--- src/rtl/dp_sequencer.sv ---
// dp_sequencer
// Multi-cycle controller that runs one ARM data-processing instruction using
// an external combinational ALU and a single-read-port register file.
// Sequence: IDLE -> COND -> RD_RN -> RD_RM -> EXEC -> WB -> DONE -> IDLE.
// Every output is registered, so each output becomes visible one cycle after
// the state that computes it. Counting the accept edge as cycle 0: write
// strobes appear in cycle 5 and done in cycle 6. A failed condition or an
// undefined encoding raises done in cycle 2.
//
// Ports
//   clk, rst                 clock (rising edge), async active-high reset
//   start, instr, cpsr_flags request, instruction word, {N,Z,C,V}; sampled in IDLE
//   busy, done               busy from accept through done; one-cycle done pulse
//   rf_raddr / rf_rdata      register file read port (data one cycle after address)
//   rf_we, rf_waddr, rf_wdata register write port
//   alu_opcode, alu_a, alu_b, alu_flags / alu_out, alu_nzcv   ALU interface
//   flags_we, flags_out      CPSR NZCV write
//   pc_write                 asserted together with rf_we when Rd == r15
//   undef                    one-cycle pulse for an unsupported encoding
module dp_sequencer #(
  parameter int RF_AW = 4,
  parameter int DW    = 32
) (
  input  logic             clk,
  input  logic             rst,
  input  logic             start,
  input  logic [31:0]      instr,
  input  logic [3:0]       cpsr_flags,
  output logic             busy,
  output logic             done,
  output logic [RF_AW-1:0] rf_raddr,
  input  logic [DW-1:0]    rf_rdata,
  output logic             rf_we,
  output logic [RF_AW-1:0] rf_waddr,
  output logic [DW-1:0]    rf_wdata,
  output logic [3:0]       alu_opcode,
  output logic [DW-1:0]    alu_a,
  output logic [DW-1:0]    alu_b,
  output logic [3:0]       alu_flags,
  input  logic [DW-1:0]    alu_out,
  input  logic [3:0]       alu_nzcv,
  output logic             flags_we,
  output logic [3:0]       flags_out,
  output logic             pc_write,
  output logic             undef
);

  typedef enum logic [2:0] {
    S_IDLE, S_COND, S_RD_RN, S_RD_RM, S_EXEC, S_WB, S_DONE
  } state_t;

  state_t           state_q;
  logic [3:0]       cond_q;      // instr[31:28]
  logic [25:0]      ins_q;       // instr[25:0]; bits 27:26 are always 00
  logic [3:0]       cpsr_q;
  logic [DW-1:0]    op_a_q;
  logic             busy_q, done_q, rf_we_q, flags_we_q, pc_write_q, undef_q;
  logic [RF_AW-1:0] rf_raddr_q, rf_waddr_q;
  logic [DW-1:0]    rf_wdata_q, alu_a_q, alu_b_q;
  logic [3:0]       alu_opcode_q, alu_flags_q, flags_out_q;

  // Field decode of the latched instruction
  logic       i_bit, s_bit;
  logic [3:0] opcode, rn, rd, rot, rm;
  logic [7:0] imm8;
  assign i_bit  = ins_q[25];
  assign opcode = ins_q[24:21];
  assign s_bit  = ins_q[20];
  assign rn     = ins_q[19:16];
  assign rd     = ins_q[15:12];
  assign rot    = ins_q[11:8];
  assign imm8   = ins_q[7:0];
  assign rm     = ins_q[3:0];

  // Immediate operand: imm8 rotated right by 2*rot. A shift by 32 yields 0,
  // so rot == 0 correctly leaves the value unrotated.
  logic [4:0]  rot_amt;
  logic [31:0] imm32, rot_imm;
  assign rot_amt = {rot, 1'b0};
  assign imm32   = {24'd0, imm8};
  assign rot_imm = (imm32 >> rot_amt) | (imm32 << (6'd32 - {1'b0, rot_amt}));

  // Condition evaluation against the latched flags
  logic n_f, z_f, c_f, v_f, cond_pass;
  assign {n_f, z_f, c_f, v_f} = cpsr_q;

  always_comb begin
    cond_pass = 1'b0;
    case (cond_q)
      4'h0: cond_pass = z_f;
      4'h1: cond_pass = !z_f;
      4'h2: cond_pass = c_f;
      4'h3: cond_pass = !c_f;
      4'h4: cond_pass = n_f;
      4'h5: cond_pass = !n_f;
      4'h6: cond_pass = v_f;
      4'h7: cond_pass = !v_f;
      4'h8: cond_pass = c_f && !z_f;
      4'h9: cond_pass = !c_f || z_f;
      4'hA: cond_pass = (n_f == v_f);
      4'hB: cond_pass = (n_f != v_f);
      4'hC: cond_pass = !z_f && (n_f == v_f);
      4'hD: cond_pass = z_f || (n_f != v_f);
      4'hE: cond_pass = 1'b1;
      default: cond_pass = 1'b0;   // 1111: never
    endcase
  end

  // Logical ops take C from the shifter when the immediate is really rotated.
  logic is_logical, c_from_shifter, wb_en, new_c;
  assign is_logical     = (opcode inside {4'h0, 4'h1, 4'h8, 4'h9, 4'hC, 4'hD, 4'hE, 4'hF});
  assign c_from_shifter = is_logical && i_bit && (rot != 4'd0);
  assign new_c          = c_from_shifter ? rot_imm[31] : alu_nzcv[1];
  assign wb_en          = (opcode[3:2] != 2'b10);   // TST/TEQ/CMP/CMN only set flags

  // NOTE: all state and registered outputs use non-blocking assignments so
  // every branch below sees the values from before this clock edge.
  always_ff @(posedge clk or posedge rst) begin
    if (rst) begin
      state_q      <= S_IDLE;
      cond_q       <= '0;
      ins_q        <= '0;
      cpsr_q       <= '0;
      op_a_q       <= '0;
      busy_q       <= 1'b0;
      done_q       <= 1'b0;
      rf_we_q      <= 1'b0;
      flags_we_q   <= 1'b0;
      pc_write_q   <= 1'b0;
      undef_q      <= 1'b0;
      rf_raddr_q   <= '0;
      rf_waddr_q   <= '0;
      rf_wdata_q   <= '0;
      alu_a_q      <= '0;
      alu_b_q      <= '0;
      alu_opcode_q <= '0;
      alu_flags_q  <= '0;
      flags_out_q  <= '0;
    end else begin
      // Pulse outputs drop back to zero unless a state raises them.
      done_q     <= 1'b0;
      rf_we_q    <= 1'b0;
      flags_we_q <= 1'b0;
      pc_write_q <= 1'b0;
      undef_q    <= 1'b0;
      case (state_q)
        S_IDLE: begin
          busy_q <= start;
          if (start) begin
            cond_q  <= instr[31:28];
            ins_q   <= instr[25:0];
            cpsr_q  <= cpsr_flags;
            state_q <= S_COND;
          end
        end
        S_COND: begin
          if (!cond_pass) begin
            state_q <= S_DONE;
          end else if (!i_bit && (ins_q[11:4] != 8'd0)) begin
            undef_q <= 1'b1;           // shifted-register operand not supported
            state_q <= S_DONE;
          end else begin
            rf_raddr_q <= RF_AW'(rn);
            state_q    <= S_RD_RN;
          end
        end
        S_RD_RN: begin
          // Rm address goes out while the Rn data is on its way back.
          if (!i_bit) rf_raddr_q <= RF_AW'(rm);
          state_q <= S_RD_RM;
        end
        S_RD_RM: begin
          op_a_q  <= rf_rdata;
          state_q <= S_EXEC;
        end
        S_EXEC: begin
          alu_a_q      <= op_a_q;
          alu_b_q      <= i_bit ? DW'(rot_imm) : rf_rdata;
          alu_opcode_q <= opcode;
          alu_flags_q  <= cpsr_q;
          state_q      <= S_WB;
        end
        S_WB: begin
          // The ALU settles on the operands registered in EXEC during this
          // cycle; its result is captured straight into the write registers.
          rf_we_q     <= wb_en;
          rf_waddr_q  <= RF_AW'(rd);
          rf_wdata_q  <= alu_out;
          pc_write_q  <= wb_en && (rd == 4'd15);
          flags_we_q  <= s_bit;
          flags_out_q <= {alu_nzcv[3:2], new_c, alu_nzcv[0]};
          state_q     <= S_DONE;
        end
        S_DONE: begin
          done_q  <= 1'b1;
          busy_q  <= 1'b1;
          state_q <= S_IDLE;
        end
        default: state_q <= S_IDLE;
      endcase
    end
  end

  assign busy       = busy_q;
  assign done       = done_q;
  assign rf_raddr   = rf_raddr_q;
  assign rf_we      = rf_we_q;
  assign rf_waddr   = rf_waddr_q;
  assign rf_wdata   = rf_wdata_q;
  assign alu_opcode = alu_opcode_q;
  assign alu_a      = alu_a_q;
  assign alu_b      = alu_b_q;
  assign alu_flags  = alu_flags_q;
  assign flags_we   = flags_we_q;
  assign flags_out  = flags_out_q;
  assign pc_write   = pc_write_q;
  assign undef      = undef_q;

endmodule

--- config.mk ---
export PLATFORM = sky130hd
export DESIGN_NAME = dp_sequencer
export DESIGN_NICKNAME = d
export VERILOG_FILES = /design/src/rtl/dp_sequencer.sv
export SDC_FILE = /design/constraint.sdc
export NUM_CORES = 1
export LEC_CHECK = 0
export ABC_CLOCK_PERIOD_IN_PS = 9400
export BUFFER_PORTS_ARGS = -buffer_cell sky130_fd_sc_hd__buf_2
export CAP_MARGIN = 25
export CORE_ASPECT_RATIO = 0.75
export CORE_MARGIN = 2
export CORE_UTILIZATION = 53
export DETAILED_ROUTE_END_ITERATION = 8
export MAX_ROUTING_LAYER = met4
export PLACE_DENSITY = 0.89
export SKIP_CTS_REPAIR_TIMING = 1
export SYNTH_ARGS = -nofsm -noshare
export SYNTH_HDL_FRONTEND = slang
export SYNTH_SLANG_ARGS = --single-unit
--- constraint.sdc ---
create_clock -name clk -period 9.4 [get_ports clk]
set_clock_uncertainty 0.1 [all_clocks]
set_input_delay 2.82 -clock clk [delete_from_list [all_inputs] [get_ports clk]]
set_output_delay 2.82 -clock clk [all_outputs]
set_load 0.005 [all_outputs]
== After elaboration in Yosys (flattened, before gate mapping) ==
Index checks and enable logic that the tools add are counted.

* Add/sub/neg operators: 1
* Equal/unequal tests: 35
* Shift-type cells: 2
* Muxes and demuxes: 19
* Bitwise gates (word level): 1
* Reductions and logical operators: 23

{| class="wikitable"
|+ Operators by type and width
! cell !! number
|-
| 4-bit == test (second input constant) || 14
|-
| 32-bit two-way mux || 1
|-
| 32-bit bitwise OR || 1
|-
| 8-bit by 6-bit left shift with 32-bit output || 1
|-
| 8-bit by 5-bit >> shifter with 32-bit output || 1
|-
| 3-bit case mux with 6 select lines || 1
|-
| 4-bit by 3-bit == test with 1-bit output (second input constant) || 4
|-
| 8-bit nonzero test || 2
|-
| 1-bit case mux with 15 select lines || 1
|-
| 4-bit two-way mux || 3
|-
| 2-bit != test (second input constant) || 5
|-
| 3-bit == test (second input constant) || 3
|-
| 3-bit two-way mux || 3
|-
| 4-bit by 1-bit == test with 1-bit output (second input constant) || 2
|-
| 4-bit by 2-bit == test with 1-bit output (second input constant) || 2
|-
| 4-bit zero test || 2
|-
| 1-bit two-way mux || 8
|-
| 4-bit case mux with 2 select lines || 1
|-
| 3-bit by 2-bit == test with 1-bit output (second input constant) || 2
|-
| 1-bit logical AND || 6
|-
| 6-bit by 5-bit subtractor with 6-bit output (first input constant) || 1
|-
| 1-bit zero test || 5
|-
| 4-bit AND reduction || 1
|-
| 2-bit nonzero test || 2
|-
| other kinds (8) || 9
|}

* Bits in registers: 191
* Bits of input ports: 107
* Output and inout bits: 122
* Word-level logic and storage cells: 100

== Depth between registers and ports, before layout ==
Gate-level depths: netlist (run 1).

* Depth after elaboration: 5
* Mapped depth: 10
* Depth with buffers taken out: 7

== Worst setup path after synthesis (run 1) ==
Ideal clock, no wire load.

* Kind: input -> register
* Start: input port start
* End: register cond_q[0]
* Setup time: 125 ps
* Data arrival time: 3,793 ps
* Data required time: 9,175 ps
* Setup slack: 5,382 ps
* Stages on the path: 3
* Buffers on the path: 1
* Path through: nor4b_2 -> buf_2 -> mux2_2

* Cells in the longest elaborated chain, start to end: 1

{| class="wikitable"
|+ Ends and longest elaborated chain
! what !! RTL line !! RTL
|-
| from (decl) || 26 || <nowiki>input logic start,</nowiki>
|-
| 2-bit AND reduction (no line) || -- ||
|-
| to (signal assigned) || 150 || <nowiki>cond_q <= instr[31:28];</nowiki>
|-
| to (decl) || 53 || <nowiki>logic [3:0] cond_q;</nowiki>
|}

No other way between the ends.
A chain may end at the register's enable or synchronous reset.

== Worst setup path in the final report (run 1) ==
* Start: register rf_wdata_q[9] (netlist: rf_wdata[9])
* End: output port rf_wdata[9]

{| class="wikitable"
|+ RTL lines
! what !! RTL line !! RTL
|-
| from (decl) || 59 || <nowiki>logic [DW-1:0] rf_wdata_q, alu_a_q, alu_b_q;</nowiki>
|-
| from (signal assigned) || 188 || <nowiki>rf_wdata_q <= alu_out;</nowiki>
|-
| to (decl) || 35 || <nowiki>output logic [DW-1:0] rf_wdata,</nowiki>
|}

No word-level cell between the ends.

==> summary.md, run 1 <==
| Metric | Value |
|---|---|
| Final period util | 0.416 |
| Hold Path Origin | flags_out[1] |
| Worst vdd ir | 0.182 mV |
| Initial antenna violation count | 2 |
| DP Worst Slack | 4.72 ns |
| Clock Root Buffer | clkbuf_16 |
| Slew margin rel. | 0.324 |
| Port buffer count | 226 |
| Post-Route WL | 21.9 mm |
| Endpoints failing setup | 0 |
| Total GRT Usage | 0.270 |
| CTS Buf Count | 17 |
| Layout cells sized above 1 | 0.460 |
| Internal power | 2.48 mW |
| TritonCTS clock tree | yes |
| Worst path cell trace | buf_2 |
| Worst EP arrival | 0.99 ns |
| CP delay by family, top | flip-flops |
| Reg2reg end | alu_b[13] |
| Slowest stage delay, CP | 0.41 ns |
| Final hold vios | 0 |
| Slowest stage cell, crit path | dfrtp_1 |
| Reg power frac | 0.390 |
| Syn Area/Cell | 12.2 sq um |
| WHS | 0.397 ns |
| Max Clock Freq | 256 MHz |
| Core outline area | 15900 sq um |
| Status | finished clean |
| CP Data Required Time | 6.48 ns |
| First-pass GRT wire length | 34.4 mm |
| Cell Pwr Density | 394 nW/um^2 |
| CP Launch Type | register |
| H-tree levels | 4 |
| Clk_lat worst skew | 0.45 ns |
| Net Switching | 1.63 mW |
| RSZ-0062 raised after global routing | false |
| Crit path launch | rf_wdata[9] |
| Cell Area, Synth | 8580 sq um |
| Worst path bufs/invs | 1 |
| Reg2Reg Launch Point | ins_q[8] |
| Grt total ovfl | 0 |
| Worst-case reg-to-reg path depth | 7 |
| CP Capture Type | output port |
| Clk pwr share | 0.170 |
| Sw frac | 0.397 |
| Final Util | 0.656 |
| Ys Warns | 0 |
| Most used DFF post-synth | dfrtp_1 |
| PnR worst setup slack | 5.49 ns |
| Post-DP Area | 9830 sq um |
| Non-Filler Instances | 1134 |
| Worst-path fanout max | 2 |
| Via density | 5.77 |
| Cells after synthesis | 701 |
| DP Wirelength | 15.6 mm |
| Worst Hold End | flags_out[1] |
| Pwr Total | 4.11 mW |
| Least-Margin Pin Slew | 1.01 ns |
| Register area share after synthesis | 0.557 |
| WL per Instance | 19.3 um |
| Ports | 229 |
| Row cnt | 40 |
| Number of flops mapped to enable cells by yosys | 0 |
| Hold WC Path Type | reg2reg |
| Synth cell types | 58 |
| Design area | 10400 sq um |
| Fin Setup TNS | 0 ns |
| Area growth from synthesis to final layout | 21.6% |
| Worst reg-to-reg setup slack | 5.85 ns |
| Die Y | 114 um |
| Async SR Flop Fraction | 1.00 |
| DR pass1 iterations | 6 |
| Fin. max-slew vios | 0 |
| DRT iter0 DRCs | 736 |
| Pin count of the biggest net entering global routing | 115 |
| Placed insts | 1099 |
| Kind of critical path | reg2out |
| Clock transition at path regs | 0.07 ns |
| DRT antenna net count | 0 |
| Die W | 151 um |
| Via count | 6538 |
| Syn nets | 809 |
| Yosys reg bits | 191 |
| Die Area | 17200 sq um |
| WHS Path Cells | 2 |
| P_leak | 4.81 nW |
| Max_cap viols | 0 |
| Filler instances | 1245 |
| Routability cong. | 0.941 |
| Clock Path Buffers | 2 |
| Starting Density | 0.539 |
| Min Tclk post-route | 3.91 ns |
| Gate power share | 0.440 |
| Via count of the first global-routing pass | 6484 |
| Number of remaining DRC errors | 0 |
| Nets | 1017 |
| CTS Sinks | 191 |
## cell usage in the layout (no fill, tap or decap), drive strengths merged, types with 3 or more instances in the layout
cell type and n:
a221oi 4, nor4 8, inv 23, nor2b 3
xor2 5, nor2 59, dfrtp 191, or3 3
a31oi 7, nand3b 5, o211a 4, a22oi 20
nand2b 10, nor3b 3, a211oi 6, buf 234
mux2 141, a222oi 5, nand3 8, clkinv 6
o31ai 3, mux2i 12, o21ai 27, nor3 13
a21o 4, a21oi 35, nand2 26, a311o 4
clkbuf 17, and3 3
## state kept, by name, summed over array words and instances (netlist names)
signal and count:
alu_a 32, alu_b 32, alu_flags 4, alu_opcode 4, busy 1, cond_q 4
cpsr_q 4, done 1, flags_out 4, flags_we 1, ins_q 26, op_a_q 32
pc_write 1, rf_raddr 4, rf_waddr 4, rf_wdata 32, rf_we 1, state_q 3
undef 1
## how the worst max path moves through the flow
| stage | to | cells after the start |
|---|---|---|
| 6_report | rf_wdata[9] | 1 |
| 5_1_grt | alu_opcode[0] | 4 |
| 4_1_cts | alu_opcode[0] | 3 |
| 3_5_place_dp | alu_opcode[0] | 3 |
| 3_3_place_gp | rf_raddr[1] | 3 |
| 2_1_floorplan | alu_a[0] | 1 |
## routing by layer
metal | part of all wire | routed length, um | global-route usage | vias up
li1 | - | - | - | 2977
met1 | 0.42 | 9290 | 0.352 | 3199
met2 | 0.47 | 10300 | 0.407 | 311
met3 | 0.082 | 1790 | 0.0829 | 51
met4 | 0.024 | 515 | 0.0866 | 0
met5 | 0 | 0 | - | -
## final cells by class
cell class | instances | area [sq um] | area share
flip-flops and latches | 191 | 4780 | 0.458
multi-input cells | 450 | 3540 | 0.339
repair buffers | 234 | 1210 | 0.116
clock buffers | 17 | 425 | 0.0408
well taps | 210 | 263 | 0.0252
clock inverters | 15 | 146 | 0.0140
inverters | 15 | 63.8 | 0.00612
diodes | 2 | 5.00 | 0.000480
## logic make-up (layout without fill, tap and decap cells)
logic type,count (synthesis),after routing,synth area share
AO/OA/AOI/OAI,137,137,0.110
XOR/XNOR,6,6,0.00612
adder cells (fa/ha/maj),1,1,0.00146
buffers and inverters,60,281,0.0322
flip-flops,191,191,0.557
multiplexers,154,154,0.202
other,0,2,0
AND/OR/NAND/NOR,152,152,0.0916
## power groups by stage
| stage | combinational, mW | clock (mW) | sequential (mW) |
|---|---|---|---|
| CTS | 1.80 | 0.712 | 1.60 |
| finish | 1.81 | 0.698 | 1.60 |
| global route | 1.97 | 0.753 | 1.66 |
| global placement | 1.71 | 0 | 1.58 |
| detailed placement | 1.78 | 0 | 1.61 |
| floorplan | 1.26 | 0 | 1.50 |
## cells in the mapped netlist (3+ instances only)
cell type / number / area, sq um
nand2b_1: 10 / 62.6
o31ai_1: 3 / 22.5
xor2_1: 5 / 43.8
mux2_2: 141 / 1590
nor3_2: 6 / 60.1
clkbuf_1: 11 / 41.3
a211oi_1: 6 / 45.0
nand3_1: 8 / 40.0
nand2_1: 26 / 97.6
a21o_1: 4 / 30.0
a31oi_1: 7 / 43.8
a311o_1: 4 / 40.0
nor4_1: 8 / 50.1
nor2b_1: 3 / 18.8
a221oi_1: 4 / 35.0
or3_1: 3 / 18.8
a21oi_1: 35 / 175
dfrtp_1: 191 / 4780
a22oi_1: 20 / 150
and3_1: 3 / 18.8
mux2i_1: 12 / 120
nand3b_1: 5 / 37.5
o21ai_0: 26 / 130
nor3_1: 7 / 35.0
inv_1: 13 / 48.8
nor2_1: 59 / 221
o211a_1: 4 / 40.0
buf_2: 32 / 160
a222oi_1: 5 / 50.1
No activity file was read; power rests on OpenSTA's default activity.
==> inputs of run 2 (changes only) <==
Settings changed: ABC_CLOCK_PERIOD_IN_PS 9400 to 4000.
Clock period 9.4 ns to 4 ns, I/O delays scaled along.
==> run 2 against run 1 <==
Sequential cell count unchanged. Sequential power is 130% higher. Critical path depth up 6. Routed wire length shrank 0.10%. Clock power rose to 2.5 times the previous value. First-iteration DRC count decreased by 12%. Global-route usage is 0.21 points lower. Die area unchanged. Register-to-register slack got worse by 4.8 ns. Final cell count rose by 0.18%. Cell area is 0.60% higher. Critical path type is now reg2reg. Highest routed layer unchanged.
==> summary.md, run 2 (synthesis gave the netlist of run 1 again) <==
| Metric | Value |
|---|---|
| CP Capture Type | register (was output port) |
| Worst vdd ir | 0.420 mV (was 0.182 mV) |
| Clock transition at path regs | 0.07 ns (about the same) |
| Max Clock Freq | 339 MHz |
| H-tree levels | 4 (unchanged) |
| Worst Hold End | op_a_q[6] (was flags_out[1]) |
| Via density | 5.75 (was 5.77) |
| Port buffer count | 226 (unchanged) |
| Reg2Reg Launch Point | ins_q[9] (was ins_q[8]) |
| Fin. max-slew vios | 0 (unchanged) |
| TritonCTS clock tree | yes (unchanged) |
| Clk_lat worst skew | 0.43 ns (was 0.45 ns) |
| Layout cells sized above 1 | 0.459 (was 0.460) |
| CP Launch Type | register (unchanged) |
| Min Tclk post-route | 2.95 ns |
| Core outline area | 15900 sq um (unchanged) |
| Most frequent cells in the layout | 226 x buf_2, 191 x dfrtp_1, 141 x mux2_2 (unchanged) |
| Reg2reg end | alu_b[29] (was alu_b[13]) |
| Die Y | 114 um (unchanged) |
| Starting Density | 0.539 (unchanged) |
| Cell Pwr Density | 937 nW/um^2 (was 394 nW/um^2) |
| Nets | 1021 (was 1017) |
| DR pass1 iterations | 5 (was 6) |
| Hold WC Path Type | reg2reg (unchanged) |
| CTS Buf Count | 17 (unchanged) |
| Placed insts | 1104 (was 1099) |
| Non-Filler Instances | 1136 (was 1134) |
| DRT antenna net count | 0 (unchanged) |
| Total GRT Usage | 0.268 (was 0.270) |
| WL per Instance | 19.2 um (was 19.3 um) |
| Endpoints failing setup | 0 (unchanged) |
| Hold Path Origin | op_a_q[6] (was flags_out[1]) |
| P_leak | 4.84 nW (was 4.81 nW) |
| RSZ-0062 raised after global routing | false (unchanged) |
| Pin count of the biggest net entering global routing | 117 (was 115) |
| ANT cells | 0 (was 2) |
| Gr busiest metal | met2 (unchanged) |
| DRT iter0 DRCs | 649 (was 736) |
| Met3 GRT Util | 0.0645 (was 0.0829) |
| Final Util | 0.660 (was 0.656) |
| DP Wirelength | 15.6 mm (about the same) |
| Final period util | 0.738 |
| Slew margin rel. | 0.387 (was 0.324) |
| Post-Route WL | 21.9 mm (about the same) |
| Clock Path Buffers | 2 (unchanged) |
| Grt met2 use | 0.416 (was 0.407) |
| Number of remaining DRC errors | 0 (unchanged) |
| Filler instances | 1208 (was 1245) |
| Status | finished clean (unchanged) |
| Worst reg-to-reg setup slack | 1.05 ns (was 5.85 ns) |
| Worst EP arrival | 3.15 ns (was 0.99 ns) |
| Commonest non-fill, non-tap cell in the layout | buf_2 (unchanged) |
| Grt total ovfl | 0 (unchanged) |
| Post-DP Area | 9890 sq um (was 9830 sq um) |
| Initial antenna violation count | 0 (was 2) |
| Kind of critical path | reg2reg (was reg2out) |
| Final hold vios | 0 (unchanged) |
| Ports | 229 (unchanged) |
| Pwr Total | 9.83 mW (was 4.11 mW) |
| Via count of the first global-routing pass | 6464 (was 6484) |
| Row cnt | 40 (unchanged) |
| Area growth from synthesis to final layout | 22.3% (was 21.6%) |
| Design area | 10500 sq um (was 10400 sq um) |
| Via count | 6527 (was 6538) |
| Max_cap viols | 0 (unchanged) |
| Met1 Track Usage GR | 0.356 (was 0.352) |
| Least-Margin Pin Slew | 0.919 ns (was 1.01 ns) |
| Worst-path fanout max | 16 (was 2) |
| Die W | 151 um (unchanged) |
| First-pass GRT wire length | 34.1 mm (was 34.4 mm) |
| CP Data Required Time | 4.20 ns (was 6.48 ns) |
| Clock Root Buffer | clkbuf_16 (unchanged) |
| WHS Path Cells | 2 (unchanged) |
| Routability cong. | 0.899 (was 0.941) |
| Fin Setup TNS | 0 ns (unchanged) |
| CTS Sinks | 191 (unchanged) |
| Multi-input logic area | 3540 sq um (unchanged) |
| Worst-case reg-to-reg path depth | 7 (unchanged) |
| Storage element area | 4780 sq um (unchanged) |
| Die Area | 17200 sq um (unchanged) |
-- run 2: cell types whose count changed in the layout (fill, tap and decap cells not counted), sizes merged --
cell      change
buf           +4
bufinv        +3
clkbuf        +3
clkinv        -5
clkinvlp      +2
diode         -2
inv           -3
-- run 2: worst max-delay path by stage --
stage,depth (start not counted),end,startpoint,slack (ns)
after floorplan,1,alu_a[0],rst,0.24
after global placement,7,alu_b[29],ins_q[9],1.14
after detailed placement,7,alu_b[29],ins_q[9],1.12
after CTS,7,alu_b[29],ins_q[9],1.11
after global routing,7,alu_b[29],ins_q[9],0.94
final,7,alu_b[29],ins_q[9],1.05
-- run 2: area by class of cell --
type,instances,area share
sequential,191,0.455
multi-input combinational,450,0.337
clock inverter,12,0.0163
tap,210,0.0250
timing repair buffer,238,0.119
clock buffer,20,0.0416
inverter,15,0.00572
-- run 2: per-stage QoR --
step                      worst slack (ns)  hold WS, ns
after floorplan                      0.238        0.344
after global routing                 0.940        0.414
after detailed placement              1.12        0.371
after global placement                1.14        0.361
after CTS                             1.11        0.389
final                                 1.05        0.387
-- run 2: worst max-delay path: stages (launching register included) --
cell and delay [ns]:
dfrtp_1 0.69, inv_1 0.13, ha_1 0.63, mux2_2 0.41
a22o_1 0.30, a21o_1 0.26, a22oi_1 0.19, a21oi_1 0.10
-- run 2: report_power, final --
group | total [mW] | internal, mW | switching [mW] | leakage, nW
logic | 4.34 | 2.12 | 2.22 | 2.30
registers | 3.74 | 2.93 | 0.807 | 2.25
clock network | 1.76 | 1.00 | 0.753 | 0.290
total | 9.83 | 6.05 | 3.78 | 4.84
-- run 2: per-layer routing --
layer  up-vias  wire length (um)
li1       2979                 -
met1      3224              9500
met2       293             10400
met3        31              1620
met4         0               367
met5         -                 0
